### config.mk
export PLATFORM = sky130hd
export DESIGN_NAME = pixel_stream_framer_flat
export DESIGN_NICKNAME = d
export VERILOG_FILES = /design/src/rtl/pixel_stream_framer_pkg.sv /design/src/rtl/pixel_stream_framer_if.sv /design/src/rtl/pixel_stream_framer_raster_counter.sv /design/src/rtl/pixel_stream_framer.sv /design/src/flat_wrapper.sv
export SDC_FILE = /design/constraint.sdc
export NUM_CORES = 1
export LEC_CHECK = 0
export CORE_ASPECT_RATIO = 0.75
export CORE_MARGIN = 3
export CORE_UTILIZATION = 45
export CTS_CLUSTER_SIZE = 30
export DETAILED_ROUTE_END_ITERATION = 7
export HOLD_SLACK_MARGIN = 0.15
export PLACE_DENSITY_LB_ADDON = 0.25
export SYNTH_ARGS = -nofsm -noshare
export SYNTH_HDL_FRONTEND = slang
export SYNTH_SLANG_ARGS = --single-unit
### constraint.sdc
create_clock -name clk -period 3.2 [get_ports clk]
set_clock_uncertainty 0.15 [all_clocks]
set_input_delay 0.64 -clock clk [delete_from_list [all_inputs] [get_ports clk]]
set_output_delay 0.64 -clock clk [all_outputs]
set_load 0.005 [all_outputs]
### src/rtl/pixel_stream_framer_pkg.sv
// Shared video types and default raster geometry for the pixel stream framer.
package video_pkg;

  localparam int DEFAULT_RGB_SIZE      = 24;
  localparam int DEFAULT_COORD_W       = 16;
  localparam int DEFAULT_SCREEN_WIDTH  = 640;
  localparam int DEFAULT_SCREEN_HEIGHT = 480;
  localparam int FRAME_COUNT_W         = 16;

  typedef logic [DEFAULT_RGB_SIZE-1:0] rgb_t;
  typedef logic [DEFAULT_COORD_W-1:0]  coord_t;
  typedef logic [FRAME_COUNT_W-1:0]    frame_count_t;

endpackage

### src/rtl/pixel_stream_framer_if.sv
// Valid/ready pixel stream; master drives the tagged stream, slave is a raw colour input.
interface pixel_stream_framer_if #(
  parameter int RGB_SIZE = 24,
  parameter int PPB      = 1,
  parameter int COORD_W  = 16
);

  logic                    valid;
  logic                    ready;
  logic [PPB*RGB_SIZE-1:0] data;
  logic [COORD_W-1:0]      x;
  logic [COORD_W-1:0]      y;
  logic                    sof;
  logic                    eol;
  logic                    eof;

  modport master (
    output valid, data, x, y, sof, eol, eof,
    input  ready
  );

  // Raw colour input: coordinates and markers are generated, never received.
  modport slave (
    input  valid, data,
    output ready
  );

endinterface

### src/rtl/pixel_stream_framer_raster_counter.sv
// Raster x/y counters with per-frame scan-direction latch and SOF/EOL/EOF decode.
module raster_counter
  import video_pkg::*;
#(
  parameter int SCREEN_WIDTH  = DEFAULT_SCREEN_WIDTH,
  parameter int SCREEN_HEIGHT = DEFAULT_SCREEN_HEIGHT,
  parameter int PPB           = 1,
  parameter int COORD_W       = DEFAULT_COORD_W
) (
  input  logic               clk,
  input  logic               reset,
  input  logic               step,
  input  logic               y_flip,
  output logic [COORD_W-1:0] x,
  output logic [COORD_W-1:0] y,
  output logic               sof,
  output logic               eol,
  output logic               eof
);

  localparam logic [COORD_W-1:0] X_LAST     = COORD_W'(SCREEN_WIDTH - PPB);
  localparam logic [COORD_W-1:0] Y_LAST     = COORD_W'(SCREEN_HEIGHT - 1);
  localparam logic [COORD_W-1:0] X_STEP     = COORD_W'(PPB);
  localparam logic [COORD_W-1:0] Y_ONE      = COORD_W'(1);
  localparam logic [COORD_W-1:0] COORD_ZERO = COORD_W'(0);

  logic [COORD_W-1:0] x_r;
  logic [COORD_W-1:0] y_r;
  logic               flip_r;
  logic               first_r;
  logic [COORD_W-1:0] y_s;
  logic               flip_s;
  logic               end_line_s;

  // After reset no frame start has been seen yet, so y_flip is taken live on the first beat.
  always_comb begin
    flip_s = flip_r;
    y_s    = y_r;
    if (first_r) begin
      flip_s = y_flip;
      y_s    = y_flip ? Y_LAST : COORD_ZERO;
    end else begin
      flip_s = flip_r;
      y_s    = y_r;
    end
  end

  assign end_line_s = flip_s ? (y_s == COORD_ZERO) : (y_s == Y_LAST);
  assign eol        = (x_r == X_LAST);
  assign eof        = eol && end_line_s;
  assign sof        = (x_r == COORD_ZERO) && (y_s == (flip_s ? Y_LAST : COORD_ZERO));
  assign x          = x_r;
  assign y          = y_s;

  // Advance one beat; at end of frame the start line and direction come from y_flip now.
  always_ff @(posedge clk) begin
    if (reset) begin
      x_r     <= COORD_ZERO;
      y_r     <= COORD_ZERO;
      flip_r  <= 1'b0;
      first_r <= 1'b1;
    end else if (step) begin
      first_r <= 1'b0;
      if (eol) begin
        x_r <= COORD_ZERO;
        if (end_line_s) begin
          y_r    <= y_flip ? Y_LAST : COORD_ZERO;
          flip_r <= y_flip;
        end else begin
          y_r    <= flip_s ? (y_s - Y_ONE) : (y_s + Y_ONE);
          flip_r <= flip_s;
        end
      end else begin
        x_r    <= x_r + X_STEP;
        y_r    <= y_s;
        flip_r <= flip_s;
      end
    end
  end

endmodule

### src/rtl/pixel_stream_framer.sv
// Tags a raw pixel stream with raster coordinates and frame/line markers behind one
// output register stage with full-throughput valid/ready handshaking.
module pixel_stream_framer
  import video_pkg::*;
#(
  parameter int RGB_SIZE      = DEFAULT_RGB_SIZE,
  parameter int SCREEN_WIDTH  = DEFAULT_SCREEN_WIDTH,
  parameter int SCREEN_HEIGHT = DEFAULT_SCREEN_HEIGHT,
  parameter int PPB           = 1,
  parameter int COORD_W       = DEFAULT_COORD_W
) (
  input  logic                  clk,
  input  logic                  reset,
  pixel_stream_framer_if.slave  s,
  input  logic                  y_flip,
  pixel_stream_framer_if.master m,
  output frame_count_t          frame_count
);

  logic [PPB*RGB_SIZE-1:0] data_r;
  logic [COORD_W-1:0]      x_r;
  logic [COORD_W-1:0]      y_r;
  logic                    valid_r;
  logic                    sof_r;
  logic                    eol_r;
  logic                    eof_r;
  frame_count_t            frame_count_r;

  logic                    ready_s;
  logic                    take_s;
  logic [COORD_W-1:0]      x_s;
  logic [COORD_W-1:0]      y_s;
  logic                    sof_s;
  logic                    eol_s;
  logic                    eof_s;

  assign ready_s = !valid_r || m.ready;
  assign take_s  = s.valid && ready_s;

  raster_counter #(
    .SCREEN_WIDTH  (SCREEN_WIDTH),
    .SCREEN_HEIGHT (SCREEN_HEIGHT),
    .PPB           (PPB),
    .COORD_W       (COORD_W)
  ) u_raster_counter (
    .clk    (clk),
    .reset  (reset),
    .step   (take_s),
    .y_flip (y_flip),
    .x      (x_s),
    .y      (y_s),
    .sof    (sof_s),
    .eol    (eol_s),
    .eof    (eof_s)
  );

  // Output register: reload on every accepted input beat, drop valid once drained.
  always_ff @(posedge clk) begin
    if (reset) begin
      valid_r <= 1'b0;
      data_r  <= '0;
      x_r     <= COORD_W'(0);
      y_r     <= COORD_W'(0);
      sof_r   <= 1'b0;
      eol_r   <= 1'b0;
      eof_r   <= 1'b0;
    end else if (take_s) begin
      valid_r <= 1'b1;
      data_r  <= s.data;
      x_r     <= x_s;
      y_r     <= y_s;
      sof_r   <= sof_s;
      eol_r   <= eol_s;
      eof_r   <= eof_s;
    end else if (m.ready) begin
      valid_r <= 1'b0;
    end
  end

  // A frame counts as completed only when its EOF beat is handed downstream.
  always_ff @(posedge clk) begin
    if (reset) begin
      frame_count_r <= 16'd0;
    end else if (valid_r && m.ready && eof_r) begin
      frame_count_r <= frame_count_r + 16'd1;
    end
  end

  assign s.ready     = ready_s;
  assign m.valid     = valid_r;
  assign m.data      = data_r;
  assign m.x         = x_r;
  assign m.y         = y_r;
  assign m.sof       = sof_r;
  assign m.eol       = eol_r;
  assign m.eof       = eof_r;
  assign frame_count = frame_count_r;

endmodule

### src/flat_wrapper.sv
// flat-port wrapper written by rule: the top's interface ports become plain ports
module pixel_stream_framer_flat import video_pkg::*;
#(
  parameter int RGB_SIZE      = DEFAULT_RGB_SIZE,
  parameter int SCREEN_WIDTH  = DEFAULT_SCREEN_WIDTH,
  parameter int SCREEN_HEIGHT = DEFAULT_SCREEN_HEIGHT,
  parameter int PPB           = 1,
  parameter int COORD_W       = DEFAULT_COORD_W
)
  (clk, reset, y_flip, frame_count, s_valid, s_data, s_ready, m_valid, m_data, m_x, m_y, m_sof, m_eol, m_eof, m_ready);
  pixel_stream_framer_if #(.RGB_SIZE(RGB_SIZE), .PPB(PPB), .COORD_W(COORD_W)) s_i ();
  pixel_stream_framer_if #(.RGB_SIZE(RGB_SIZE), .PPB(PPB), .COORD_W(COORD_W)) m_i ();
  input  logic clk;
  input  logic reset;
  input  logic y_flip;
  output frame_count_t frame_count;
  input wire logic [$bits(s_i.valid)-1:0] s_valid;
  input wire logic [$bits(s_i.data)-1:0] s_data;
  output wire logic [$bits(s_i.ready)-1:0] s_ready;
  output wire logic [$bits(m_i.valid)-1:0] m_valid;
  output wire logic [$bits(m_i.data)-1:0] m_data;
  output wire logic [$bits(m_i.x)-1:0] m_x;
  output wire logic [$bits(m_i.y)-1:0] m_y;
  output wire logic [$bits(m_i.sof)-1:0] m_sof;
  output wire logic [$bits(m_i.eol)-1:0] m_eol;
  output wire logic [$bits(m_i.eof)-1:0] m_eof;
  input wire logic [$bits(m_i.ready)-1:0] m_ready;
  assign s_i.valid = s_valid;
  assign s_i.data = s_data;
  assign s_ready = s_i.ready;
  assign m_valid = m_i.valid;
  assign m_data = m_i.data;
  assign m_x = m_i.x;
  assign m_y = m_i.y;
  assign m_sof = m_i.sof;
  assign m_eol = m_i.eol;
  assign m_eof = m_i.eof;
  assign m_i.ready = m_ready;
  pixel_stream_framer #(.RGB_SIZE(RGB_SIZE), .SCREEN_WIDTH(SCREEN_WIDTH), .SCREEN_HEIGHT(SCREEN_HEIGHT), .PPB(PPB), .COORD_W(COORD_W)) u_core (.clk(clk), .reset(reset), .s(s_i), .y_flip(y_flip), .m(m_i), .frame_count(frame_count));
endmodule
* After elaboration in Yosys (flattened, before gate mapping)
Cells that the tools add are included.
Operators by class: add/subtract/negate cells 4, equality and inequality tests 3, mux-type cells 13, reduce and logical (&&, ||, !) cells 10
Operator list (number):
- $mux W16 | 5
- $add A16 B1 Y16 const B | 3
- $logic_not A16 Y1 | 2
- $mux W9 | 2
- $eq A16 B10 Y1 const B | 1
- $eq A16 B9 Y1 | 1
- $eq A16 B9 Y1 const B | 1
- $sub A16 B1 Y16 const B | 1
- $mux W1 | 6
- $logic_and A1 B1 Y1 | 5
- $reduce_bool A2 Y1 | 1
- $logic_not A1 Y1 | 1
- $logic_or A1 B1 Y1 | 1
Storage, ports and cells: flip-flop bits (word level) 110, input port bits 29, output and inout bits 77, word-level logic and storage cells 42

* Longest topological paths before layout
Gate-level depths: netlist of run 1.
depth after elaboration 6, gate-level depth with buffers 11, gate-level depth less buffers 9

* Hierarchy
From an unflattened synthesis of run 1, not the netlist that was laid out.
Second synthesis, totals: cells, all modules 659, area total of the unflattened synthesis 5332.6 um^2
Modules (own cells, without submodules):
- pixel_stream_framer | instances 1, cells each 349, area each 2882.8 um^2, sequential area each 1521.5 um^2
- raster_counter | instances 1, cells each 310, area each 2449.8 um^2, sequential area each 680.7 um^2

* Worst setup path after synthesis of run 1
Ideal clock, no wire load.
kind input-to-reg, from in y_flip, to reg u_core.u_raster_counter.y_r[14], library setup time 0.087 ns, arrival 2.773 ns, required time 2.963 ns, setup slack 0.190 ns, stages on the path 8, path buffers 0, path through mux2_2 -> fa_1 -> a211o_1 -> a21oi_1 -> o21ai_0 -> a21oi_1 -> mux2_2 -> o31ai_1
On the way: cells in the longest elaborated chain, start to end 6, elaborated cells on any way between the ends 11, those cells by class 2 x add/sub; 1 x eq/ne; 7 x mux; 1 x reduce/logical
RTL lines:
- start: declaration | RTL line flat_wrapper.sv:15 | input logic y_flip;
- $mux W9 | RTL line pixel_stream_framer_raster_counter.sv:41 | y_s = y_flip ? Y_LAST : COORD_ZERO;
- $mux W16 | RTL line pixel_stream_framer_raster_counter.sv:39 | if (first_r) begin
- $add A16 B1 Y16 (tied with other cells) | RTL line pixel_stream_framer_raster_counter.sv:70 | y_r <= flip_s ? (y_s - Y_ONE) : (y_s + Y_ONE);
- $mux W16 or $mux W1 (tied branches) | RTL line pixel_stream_framer_raster_counter.sv:70, pixel_stream_framer_raster_counter.sv:48
- $mux W16 (*) | RTL line pixel_stream_framer_raster_counter.sv:66 | if (end_line_s) begin
- $mux W16 (*) | RTL line pixel_stream_framer_raster_counter.sv:64 | if (eol) begin
- end signal: assignment | RTL line pixel_stream_framer_raster_counter.sv:67 | y_r <= y_flip ? Y_LAST : COORD_ZERO;
- end signal: assignment | RTL line pixel_stream_framer_raster_counter.sv:70
- end signal: assignment | RTL line pixel_stream_framer_raster_counter.sv:75 | y_r <= y_s;
- end: declaration | RTL line pixel_stream_framer_raster_counter.sv:28 | logic [COORD_W-1:0] y_r;
Mark *: on every way between the ends. The rest lies on a longest branch, timed or not. A chain may end at the register's enable or synchronous reset.

* Worst setup path after layout of run 1
from in y_flip, to reg u_core.u_raster_counter.y_r[11]
The elaborated chain is that of the path after synthesis.

==> impl_metrics.env, run 1 <==
export IMPL_tns_ps=0
export IMPL_cts_root_buf="clkbuf_16"
export IMPL_switchingPower_mw=0.8172
export IMPL_grt_start_max_net_pins=60
export IMPL_setup_violations=0
export IMPL_synth_top_area_share_pct=42.15
export IMPL_seqCellArea_mm2=0.002202
export IMPL_path_cells="clkdlybuf4s50_1 -> mux2_4 -> buf_4 -> buf_4 -> ha_1 -> nand2_1 -> a211o_1 -> a21oi_2 -> buf_4 -> nor2_1 -> xnor2_1 -> o21ai_0"
export IMPL_drtIter0Drc=352
export IMPL_max_clock_path_buffers=2
export IMPL_multi_input_area_mm2=0.002892
export IMPL_syn_avg_cell_area_um2=7.810
export IMPL_grt_pass1_wl_um=22510
export IMPL_die_area_mm2=0.01295
export IMPL_startpoint="y_flip"
export IMPL_timing_hold_ws_ps=303.2
export IMPL_min_from="u_core.m.data[7]"
export IMPL_grt_usage_pct=21.22
export IMPL_yosysWarnings=0
export IMPL_cts_clk_slew_worst_paths_ps=70
export IMPL_powerDensity_mw_per_mm2=439.6
export IMPL_cts_buffers=9
export IMPL_syn_nets=716
export IMPL_status="finished clean"
export IMPL_drive_above_1_share_pct=11.17
export IMPL_dieHeight_um=99.32
export IMPL_max_stage_delay_ps=490
export IMPL_totalWireLength_um=14060
export IMPL_worst_path_max_fanout=10
export IMPL_hp_class="reg2reg"
export IMPL_p_leak_nw=2.638
export IMPL_yosysSeqAreaShare_pct=42.15
export IMPL_synth_common_cells="150 x nand2_1, 110 x dfxtp_1, 91 x a21oi_1"
export IMPL_post_route_period_util_pct=96.00
export IMPL_ys_seq_elements=110
export IMPL_hold_buffers=0
export IMPL_num_fill_cells=938
export IMPL_synthCells=669
export IMPL_critPathCaptureType="register"
export IMPL_design_area_mm2=0.007063
export IMPL_viasPerCell=5.329
export IMPL_synth_edf_count=0
export IMPL_first_pass_iters=5
export IMPL_clk_latency_ps=340
export IMPL_drv_cap=0
export IMPL_die_w_um=130.4
export IMPL_grt_pass1_vias=4653
export IMPL_fin_crit_ps=3072
export IMPL_yosysMostFrequentCell="nand2_1"
export IMPL_drc=0
export IMPL_crit_top_cell="buf_4"
export IMPL_tightest_slew_ps=694.7
export IMPL_synth_main_ff_cell="dfxtp_1"
export IMPL_ant_nets=0
export IMPL_synthArstFlopShare_pct=0
export IMPL_fin_util_pct=63.36
export IMPL_ys_types=53
export IMPL_detail_route_wl_per_cell_um=14.86
export IMPL_htree_levels=3
export IMPL_fin_nets=848
export IMPL_path_class="in2reg"
export IMPL_vdd_drop_max_mv=0.2618
export IMPL_n_antenna_cell=0
export IMPL_dpl_hpwl_um=10510
export IMPL_pwr_share_seq_pct=46.0
export IMPL_drv_slew=0
export IMPL_r2r_start="u_core.u_raster_counter.first_r"
export IMPL_cts_tree="done"
export IMPL_syn2layout_area_growth_pct=35.18
export IMPL_synth_top_cell_by_area="dfxtp_1"
export IMPL_fmax_mhz=325.5
export IMPL_dpl_worst_slack_ps=-343.3
export IMPL_place_detailed_instances=930
export IMPL_required_ps=3320
export IMPL_io_buffers=105
export IMPL_slew_headroom_pct=53.69
export IMPL_clkPwrFrac_pct=36.6
export IMPL_syn_area_mm2=0.005225
export IMPL_num_vias=5041
export IMPL_startpoint_type="input port"
export IMPL_cp_slowest_cell="clkdlybuf4s50_1"
export IMPL_finalHoldViolCount=0
export IMPL_start_util_pct=46.87
export IMPL_cts_sinks=110
export IMPL_arrival_ps=3190
export IMPL_core_mm2=0.01115
export IMPL_combPwrFrac_pct=17.4
export IMPL_worst_slack_ps=127.9
export IMPL_swShare_pct=26.32
export IMPL_num_rows=33
export IMPL_power_internal_mw=2.288
export IMPL_synthTopCellsByArea="dfxtp_1 42%, nand2_1 11%, a21oi_1 8.7%, ha_1 4.1%, nor2_1 4.0%"
export IMPL_gr_total_overflow=0
export IMPL_placedInstanceArea_mm2=0.006698
export IMPL_finalNonFillerCells=946
export IMPL_power_mw=3.105
export IMPL_antenna_found_initial=0
export IMPL_pin_count=106
export IMPL_gp_congestion=0.8404
-- cell type report --
cell class | instances | area share [%]
Inverter | 16 | 0.8503
Clock inverter | 6 | 1.081
Tap cell | 140 | 2.480
Multi-Input combinational cell | 508 | 40.94
Clock buffer | 10 | 3.242
Timing Repair Buffer | 156 | 20.23
Sequential cell | 110 | 31.18
-- kinds of logic after synthesis --
kind of cell / synth area share, %
AND/OR/NAND/NOR: 25.00
multiplexers: 1.030
buffers and inverters: 3.855
flip-flops: 42.15
XOR/XNOR: 6.370
adder cells (fa/ha/maj): 4.454
AO/OA/AOI/OAI: 17.15
-- state kept, by name, summed over array words and instances (netlist names) --
name,flops
u_core.m.eol,1
u_core.m.y,16
u_core.m.sof,1
u_core.u_raster_counter.y_r,16
u_core.m.x,16
u_core.u_raster_counter.x,16
u_core.u_raster_counter.flip_r,1
u_core.m.data,24
u_core.frame_count,16
u_core.u_raster_counter.first_r,1
u_core.m.valid,1
u_core.m.eof,1
-- layer usage --
metal	share of wire (%)	routed length [um]	GRT usage, %	up-vias
met4	1.0	142	4.822	0
met5	0	0	0	-
met1	49	6890	31.63	2309
met2	43	6089	31.60	164
met3	6.7	937	4.348	17
li1	-	-	-	2551
-- repair_timing --
action | in CTS | in global routing
hold endpoints to repair | 0 | 0
endpoints found under the setup margin | 0 | 7
resized for setup | 0 | 13
setup buffers | 0 | 0
-- final timing paths --
path                                                         to  slack, ps  depth (start not counted)
worst max-delay path            u_core.u_raster_counter.y_r[11]        130                         12
worst min-delay path                           u_core.m.data[7]        300                          2
worst max register to register  u_core.u_raster_counter.y_r[15]        300                         10
worst min register to register                 u_core.m.data[7]        300                          2
-- cell usage in the layout (no fill, tap or decap), types with 5 or more instances in the layout --
| master | n |
|---|---|
| clkdlybuf4s50_1 | 104 |
| o21ai_0 | 30 |
| nand3_1 | 14 |
| xor2_1 | 22 |
| nand2_1 | 149 |
| and3_1 | 9 |
| nor2b_1 | 11 |
| xnor2_1 | 16 |
| clkbuf_16 | 9 |
| a21oi_1 | 87 |
| nor2_1 | 54 |
| ha_1 | 15 |
| dfxtp_1 | 110 |
| nor4_1 | 8 |
| buf_4 | 51 |
| nor3_1 | 8 |
| o31ai_1 | 5 |
| nand4_1 | 12 |
| inv_1 | 16 |
-- power by group through the flow --
stage	Sequential, mW	Clock, mW	Combinational [mW]
floorplan	1.46	0	0.264
global placement	1.46	0	0.509
detailed placement	1.46	0	0.517
CTS	1.43	1.17	0.521
global route	1.43	1.22	0.588
finish	1.43	1.13	0.541
-- critical path, delay by kind of cell --
family | cells | cell delay, ps
AOI/OAI and AO/OA | 3 | 610
xor gates and xnor gates | 1 | 130
adders and majority gates | 1 | 360
buffers and inverters | 4 | 970
muxes | 1 | 330
and+or+nand+nor | 2 | 160
Note: power is estimated with default switching activity, not from simulation.
==> inputs of run 2 (changes only) <==
--- a/config.mk
+++ b/config.mk
@@ -7,7 +7,7 @@
 export LEC_CHECK = 0
 export CORE_ASPECT_RATIO = 0.75
 export CORE_MARGIN = 3
-export CORE_UTILIZATION = 45
+export CORE_UTILIZATION = 52
 export CTS_CLUSTER_SIZE = 30
 export DETAILED_ROUTE_END_ITERATION = 7
 export HOLD_SLACK_MARGIN = 0.15
==> impl_metrics.env, run 2 (same netlist as run 1, synthesis figures left out) <==
export IMPL_first_pass_iters=5
export IMPL_totalWireLength_um=14410
export IMPL_htree_levels=3
export IMPL_grt_usage_pct=25.65
export IMPL_fin_crit_ps=3013
export IMPL_r2r_end="u_core.u_raster_counter.y_r[14]"
export IMPL_r2r_start="u_core.u_raster_counter.first_r"
export IMPL_core_mm2=0.009736
export IMPL_antenna_found_initial=0
export IMPL_power_internal_mw=2.285
export IMPL_powerDensity_mw_per_mm2=444.8
export IMPL_max_clock_path_buffers=2
export IMPL_dpl_hpwl_um=10790
export IMPL_startpoint_type="register"
export IMPL_final_common_cell="nand2_1"
export IMPL_crit_top_cell="mux2_2"
export IMPL_grt_pass1_vias=4759
export IMPL_grt_start_max_net_pins=44
export IMPL_finalNonFillerCells=940
export IMPL_switchingPower_mw=0.8373
export IMPL_die_w_um=121.7
export IMPL_fin_util_pct=72.10
export IMPL_viasPerCell=5.497
export IMPL_cp_slowest_cell="dfxtp_1"
export IMPL_worst_path_max_fanout=8
export IMPL_detail_route_wl_per_cell_um=15.33
export IMPL_cts_tree="done"
export IMPL_hp_class="reg2reg"
export IMPL_num_vias=5167
export IMPL_critPathCaptureType="register"
export IMPL_drive_above_1_share_pct=10.52
export IMPL_num_rows=31
export IMPL_path_cells="mux2_2 -> fa_1 -> a211o_1 -> a21oi_2 -> o21ai_0 -> a21oi_1 -> mux2_2 -> o31ai_1"
export IMPL_largest_reg_flops=24
export IMPL_fin_nets=850
export IMPL_die_area_mm2=0.01130
export IMPL_clk_latency_ps=350
export IMPL_status="finished clean"
export IMPL_path_class="reg2reg"
export IMPL_clkPwrFrac_pct=37.2
export IMPL_syn2layout_area_growth_pct=34.34
export IMPL_vdd_drop_max_mv=0.2598
export IMPL_arrival_ps=3130
export IMPL_r2r_slack_ps=190
export IMPL_cts_root_buf="clkbuf_16"
export IMPL_gp_congestion=0.9358
export IMPL_fmax_mhz=331.8
export IMPL_dieHeight_um=92.81
export IMPL_reg2regPathDepth=8
export IMPL_cts_sinks=110
export IMPL_start_util_pct=53.67
export IMPL_p_leak_nw=2.647
export IMPL_cts_clk_slew_worst_paths_ps=70
export IMPL_drc=0
export IMPL_drv_cap=0
export IMPL_pin_count=106
export IMPL_ant_nets=0
export IMPL_cts_buffers=9
export IMPL_required_ps=3310
export IMPL_swShare_pct=26.82
export IMPL_min_to="u_core.m.x[9]"
export IMPL_grt_pass1_wl_um=23360
export IMPL_setup_violations=0
export IMPL_pwr_share_seq_pct=45.8
export IMPL_io_buffers=105
export IMPL_slew_headroom_pct=60.41
export IMPL_max_stage_delay_ps=480
export IMPL_tightest_slew_ps=593.8
export IMPL_drv_slew=0
export IMPL_hold_path_cell_count=2
export IMPL_hold_buffers=0
export IMPL_place_detailed_instances=924
export IMPL_combPwrFrac_pct=17.1
export IMPL_final_cell_mix="149 x nand2_1, 110 x dfxtp_1, 103 x clkdlybuf4s50_1"
export IMPL_gr_total_overflow=0
export IMPL_min_from="u_core.m.x[9]"
export IMPL_n_antenna_cell=0
export IMPL_startpoint="u_core.u_raster_counter.first_r"
export IMPL_finalHoldViolCount=0
export IMPL_post_route_period_util_pct=94.17
export IMPL_postCtsSetupBuffers=0
export IMPL_drtIter0Drc=475
export IMPL_rsz0062_at_grt="no"
[run 2: cell count changes in the layout (fill, tap and decap cells not counted), sizes merged]
cell	delta
dlymetal6s2s	+1
clkinv	+1
buf	+2
inv	-1
clkdlybuf4s50	-1
[run 2: metrics by stage]
step / hold WS (ps) / setup slack, ps / area (um^2) / TNS [ps] / power (mW)
after detailed placement: 296.4 / -390.1 / 6703 / -1683 / 1.981
after floorplan: 289.9 / 189.5 / 5225 / 0 / 1.722
after global placement: 291.2 / -305.7 / 6703 / -1036 / 1.969
after global routing: 319.4 / 53.04 / 7019 / 0 / 3.243
final: 303.1 / 186.5 / 7019 / 0 / 3.122
after CTS: 306.7 / 37.00 / 7017 / 0 / 3.133
[run 2: layer usage]
layer / vias up / GRT usage, % / share of wire (%)
met1: 2391 / 36.99 / 48
met5: - / 0 / 0
met2: 196 / 39.29 / 44
met3: 17 / 4.396 / 6.7
met4: 0 / 7.556 / 1.4
li1: 2563 / - / -
[run 2: power groups by stage]
| stage | Sequential [mW] | Combinational [mW] | Clock [mW] |
|---|---|---|---|
| final | 1.43 | 0.532 | 1.16 |
| after global placement | 1.46 | 0.510 | 0 |
| after floorplan | 1.46 | 0.264 | 0 |
| after detailed placement | 1.46 | 0.521 | 0 |
| after CTS | 1.43 | 0.526 | 1.18 |
| after global routing | 1.43 | 0.583 | 1.23 |
[run 2: timing repair]
action / CTS / global route
setup endpoints to repair: 1 / 5
pin swaps: 0 / 2
resized for setup: 1 / 2
[run 2: worst max path at each step]
stage | end
after floorplan | u_core.u_raster_counter.y_r[14]
after global placement | u_core.u_raster_counter.y_r[14]
after detailed placement | u_core.u_raster_counter.y_r[14]
after CTS | u_core.u_raster_counter.y_r[14]
after global routing | u_core.u_raster_counter.y_r[14]
final | u_core.u_raster_counter.y_r[14]
[run 2: cell type report]
class | count | area [um^2]
tap | 132 | 165.2
timing repair buffer | 158 | 1446
clock inverter | 6 | 81.33
multi-input combinational | 508 | 2835
inverter | 16 | 60.06
sequential | 110 | 2202
clock buffer | 10 | 229.0
fill | 770 | 2716
[run 2: worst max-delay path: cells and delay by family, from the launching register on]
family | cells | cell delay, ps
AOI/OAI and AO/OA | 5 | 1070
adders and majority gates | 1 | 460
DFF | 1 | 480
muxes | 2 | 760
==> inputs of run 3 (changes only) <==
--- a/config.mk
+++ b/config.mk
@@ -7,7 +7,7 @@
 export LEC_CHECK = 0
 export CORE_ASPECT_RATIO = 0.75
 export CORE_MARGIN = 3
-export CORE_UTILIZATION = 52
+export CORE_UTILIZATION = 56
 export CTS_CLUSTER_SIZE = 30
 export DETAILED_ROUTE_END_ITERATION = 7
 export HOLD_SLACK_MARGIN = 0.15
==> constraint.sdc (replaced) <==
create_clock -name clk -period 3.8 [get_ports clk]
set_clock_uncertainty 0.15 [all_clocks]
set_input_delay 0.76 -clock clk [delete_from_list [all_inputs] [get_ports clk]]
set_output_delay 0.76 -clock clk [all_outputs]
set_load 0.005 [all_outputs]
==> impl_metrics.env, run 3 (same netlist as run 1, synthesis figures left out) <==
export IMPL_power_internal_mw=1.826
export IMPL_clk_latency_ps=350
export IMPL_cts_tree="done"
export IMPL_cts_buffers=9
export IMPL_p_leak_nw=2.415
export IMPL_fin_nets=806
export IMPL_critPathCaptureType="register"
export IMPL_path_buf_inv=1
export IMPL_num_fill_cells=625
export IMPL_die_area_mm2=0.01054
export IMPL_hold_buffers=0
export IMPL_cts_root_buf="clkbuf_16"
export IMPL_arrival_ps=3560
export IMPL_tightest_slew_ps=907.4
export IMPL_htree_levels=3
export IMPL_syn2layout_area_growth_pct=27.16
export IMPL_drive_above_1_share_pct=5.118
export IMPL_gr_total_overflow=0
export IMPL_drc=1
export IMPL_num_rows=29
export IMPL_dpl_hpwl_um=10340
export IMPL_startpoint_type="input port"
export IMPL_n_antenna_cell=0
export IMPL_drv_slew=0
export IMPL_num_vias=5125
export IMPL_setup_violations=0
export IMPL_gp_congestion=0.8874
export IMPL_post_cts_resized=0
export IMPL_grt_pass1_wl_um=24050
export IMPL_crit_family="compound AO/OA/AOI/OAI gates"
export IMPL_top_usage_layer="met2"
export IMPL_pwr_share_seq_pct=48.5
export IMPL_combPwrFrac_pct=15.1
export IMPL_met1_usage_pct=36.95
export IMPL_required_ps=3920
export IMPL_swShare_pct=26.67
export IMPL_cts_clk_slew_worst_paths_ps=70
export IMPL_first_pass_iters=8
export IMPL_pin_count=106
export IMPL_cts_sinks=110
export IMPL_postCtsSetupBuffers=0
export IMPL_path_cells="clkdlybuf4s50_1 -> nand2_1 -> o21ai_0 -> fa_1 -> a211o_1 -> a21oi_1 -> o21ai_0 -> a21oi_1 -> mux2_2 -> o31ai_1"
export IMPL_largest_reg_flops=24
export IMPL_totalWireLength_um=14520
export IMPL_grtUsageMet2_pct=46.38
export IMPL_dieHeight_um=89.66
export IMPL_grt_pass1_vias=4839
export IMPL_powerDensity_mw_per_mm2=374.8
export IMPL_drtIter0Drc=814
export IMPL_worst_path_max_fanout=5
export IMPL_drv_cap=0
export IMPL_start_util_pct=59.75
export IMPL_use_met3_pct=8.015
export IMPL_dpl_worst_slack_ps=73.57
export IMPL_grt_start_max_net_pins=77
export IMPL_fmax_mhz=290.2
export IMPL_grt_usage_pct=28.00
export IMPL_die_w_um=117.5
export IMPL_path_class="in2reg"
export IMPL_tns_ps=0
export IMPL_max_stage_delay_ps=530
export IMPL_clkPwrFrac_pct=36.4
export IMPL_detail_route_wl_per_cell_um=16.38
export IMPL_rsz0062_at_grt="no"
export IMPL_status="finished with violations"
export IMPL_viasPerCell=5.784
export IMPL_slew_headroom_pct=39.51
export IMPL_cp_slowest_cell="fa_1"
export IMPL_post_route_period_util_pct=90.69
export IMPL_vdd_drop_max_mv=0.2364
export IMPL_io_buffers=105
export IMPL_ant_nets=0
export IMPL_switchingPower_mw=0.6641
export IMPL_worst_slack_ps=353.8
export IMPL_hp_class="reg2reg"
export IMPL_final_common_cell="nand2_1"
export IMPL_fin_crit_ps=3446
export IMPL_antenna_found_initial=0
export IMPL_max_clock_path_buffers=2
export IMPL_finalHoldViolCount=0
export IMPL_violations="DRC"
export IMPL_core_mm2=0.008745
export IMPL_final_cell_mix="149 x nand2_1, 110 x dfxtp_1, 104 x clkdlybuf4s50_1"
## run 3: changes by cell type in the layout (fill, tap and decap cells not counted), sizes merged
cell / change
buf: -44
bufinv: -1
clkbuf: +1
clkdlybuf4s50: +1
clkinvlp: -2
dlymetal6s2s: -1
## run 3: cell type report
cell class | count | area [um^2] | area share (%)
multi-input cells | 508 | 2831 | 42.62
flip-flops and latches | 110 | 2202 | 33.14
repair buffers | 114 | 1114 | 16.76
clock buffers | 11 | 252.7 | 3.804
well taps | 124 | 155.1 | 2.335
inverters | 16 | 60.06 | 0.9040
clock inverters | 3 | 28.78 | 0.4331
## run 3: worst paths after layout
check                                  start  depth (start not counted)  slack, ps                         endpoint
max                                   y_flip                         10        350  u_core.u_raster_counter.y_r[14]
min                            u_core.m.x[6]                          2        300                    u_core.m.x[6]
max reg2reg  u_core.u_raster_counter.first_r                          8        520  u_core.u_raster_counter.y_r[14]
min reg2reg                    u_core.m.x[6]                          2        300                    u_core.m.x[6]
## run 3: worst register-to-register path: cells and delay by family (launching register included)
kind                     cells  cell delay (ps)
AO/OA/AOI/OAI                5             1090
adder cells (fa/ha/maj)      1              490
flip-flops                   1              680
multiplexers                 2              780
## run 3: metal layers
| layer | wire length (um) | up-vias |
|---|---|---|
| met5 | 0 | - |
| li1 | - | 2459 |
| met2 | 6485 | 276 |
| met4 | 240 | 0 |
| met1 | 6437 | 2356 |
| met3 | 1351 | 34 |
## run 3: power by group through the flow
stage          sequential (mW)  clock, mW  combinational [mW]
2_1_floorplan             1.23          0               0.222
3_3_place_gp              1.23          0               0.356
3_5_place_dp              1.23          0               0.365
4_1_cts                   1.21      0.914               0.368
5_1_grt                   1.21      0.966               0.412
6_report                  1.21      0.907               0.375
## run 3: stage by stage
step                      utilization [%]  hold slack (ps)  instance area [um^2]  cells  total power, mW
after CTS                           75.98            305.6                  6644    886            2.488
after floorplan                         -            289.9                  5225    669            1.450
after global placement              72.76            291.1                  6362    872            1.587
after detailed placement            72.76            296.0                  6362    872            1.598
after global routing                75.98            324.2                  6644    886            2.588
final                               75.98            303.3                  6644    886            2.490
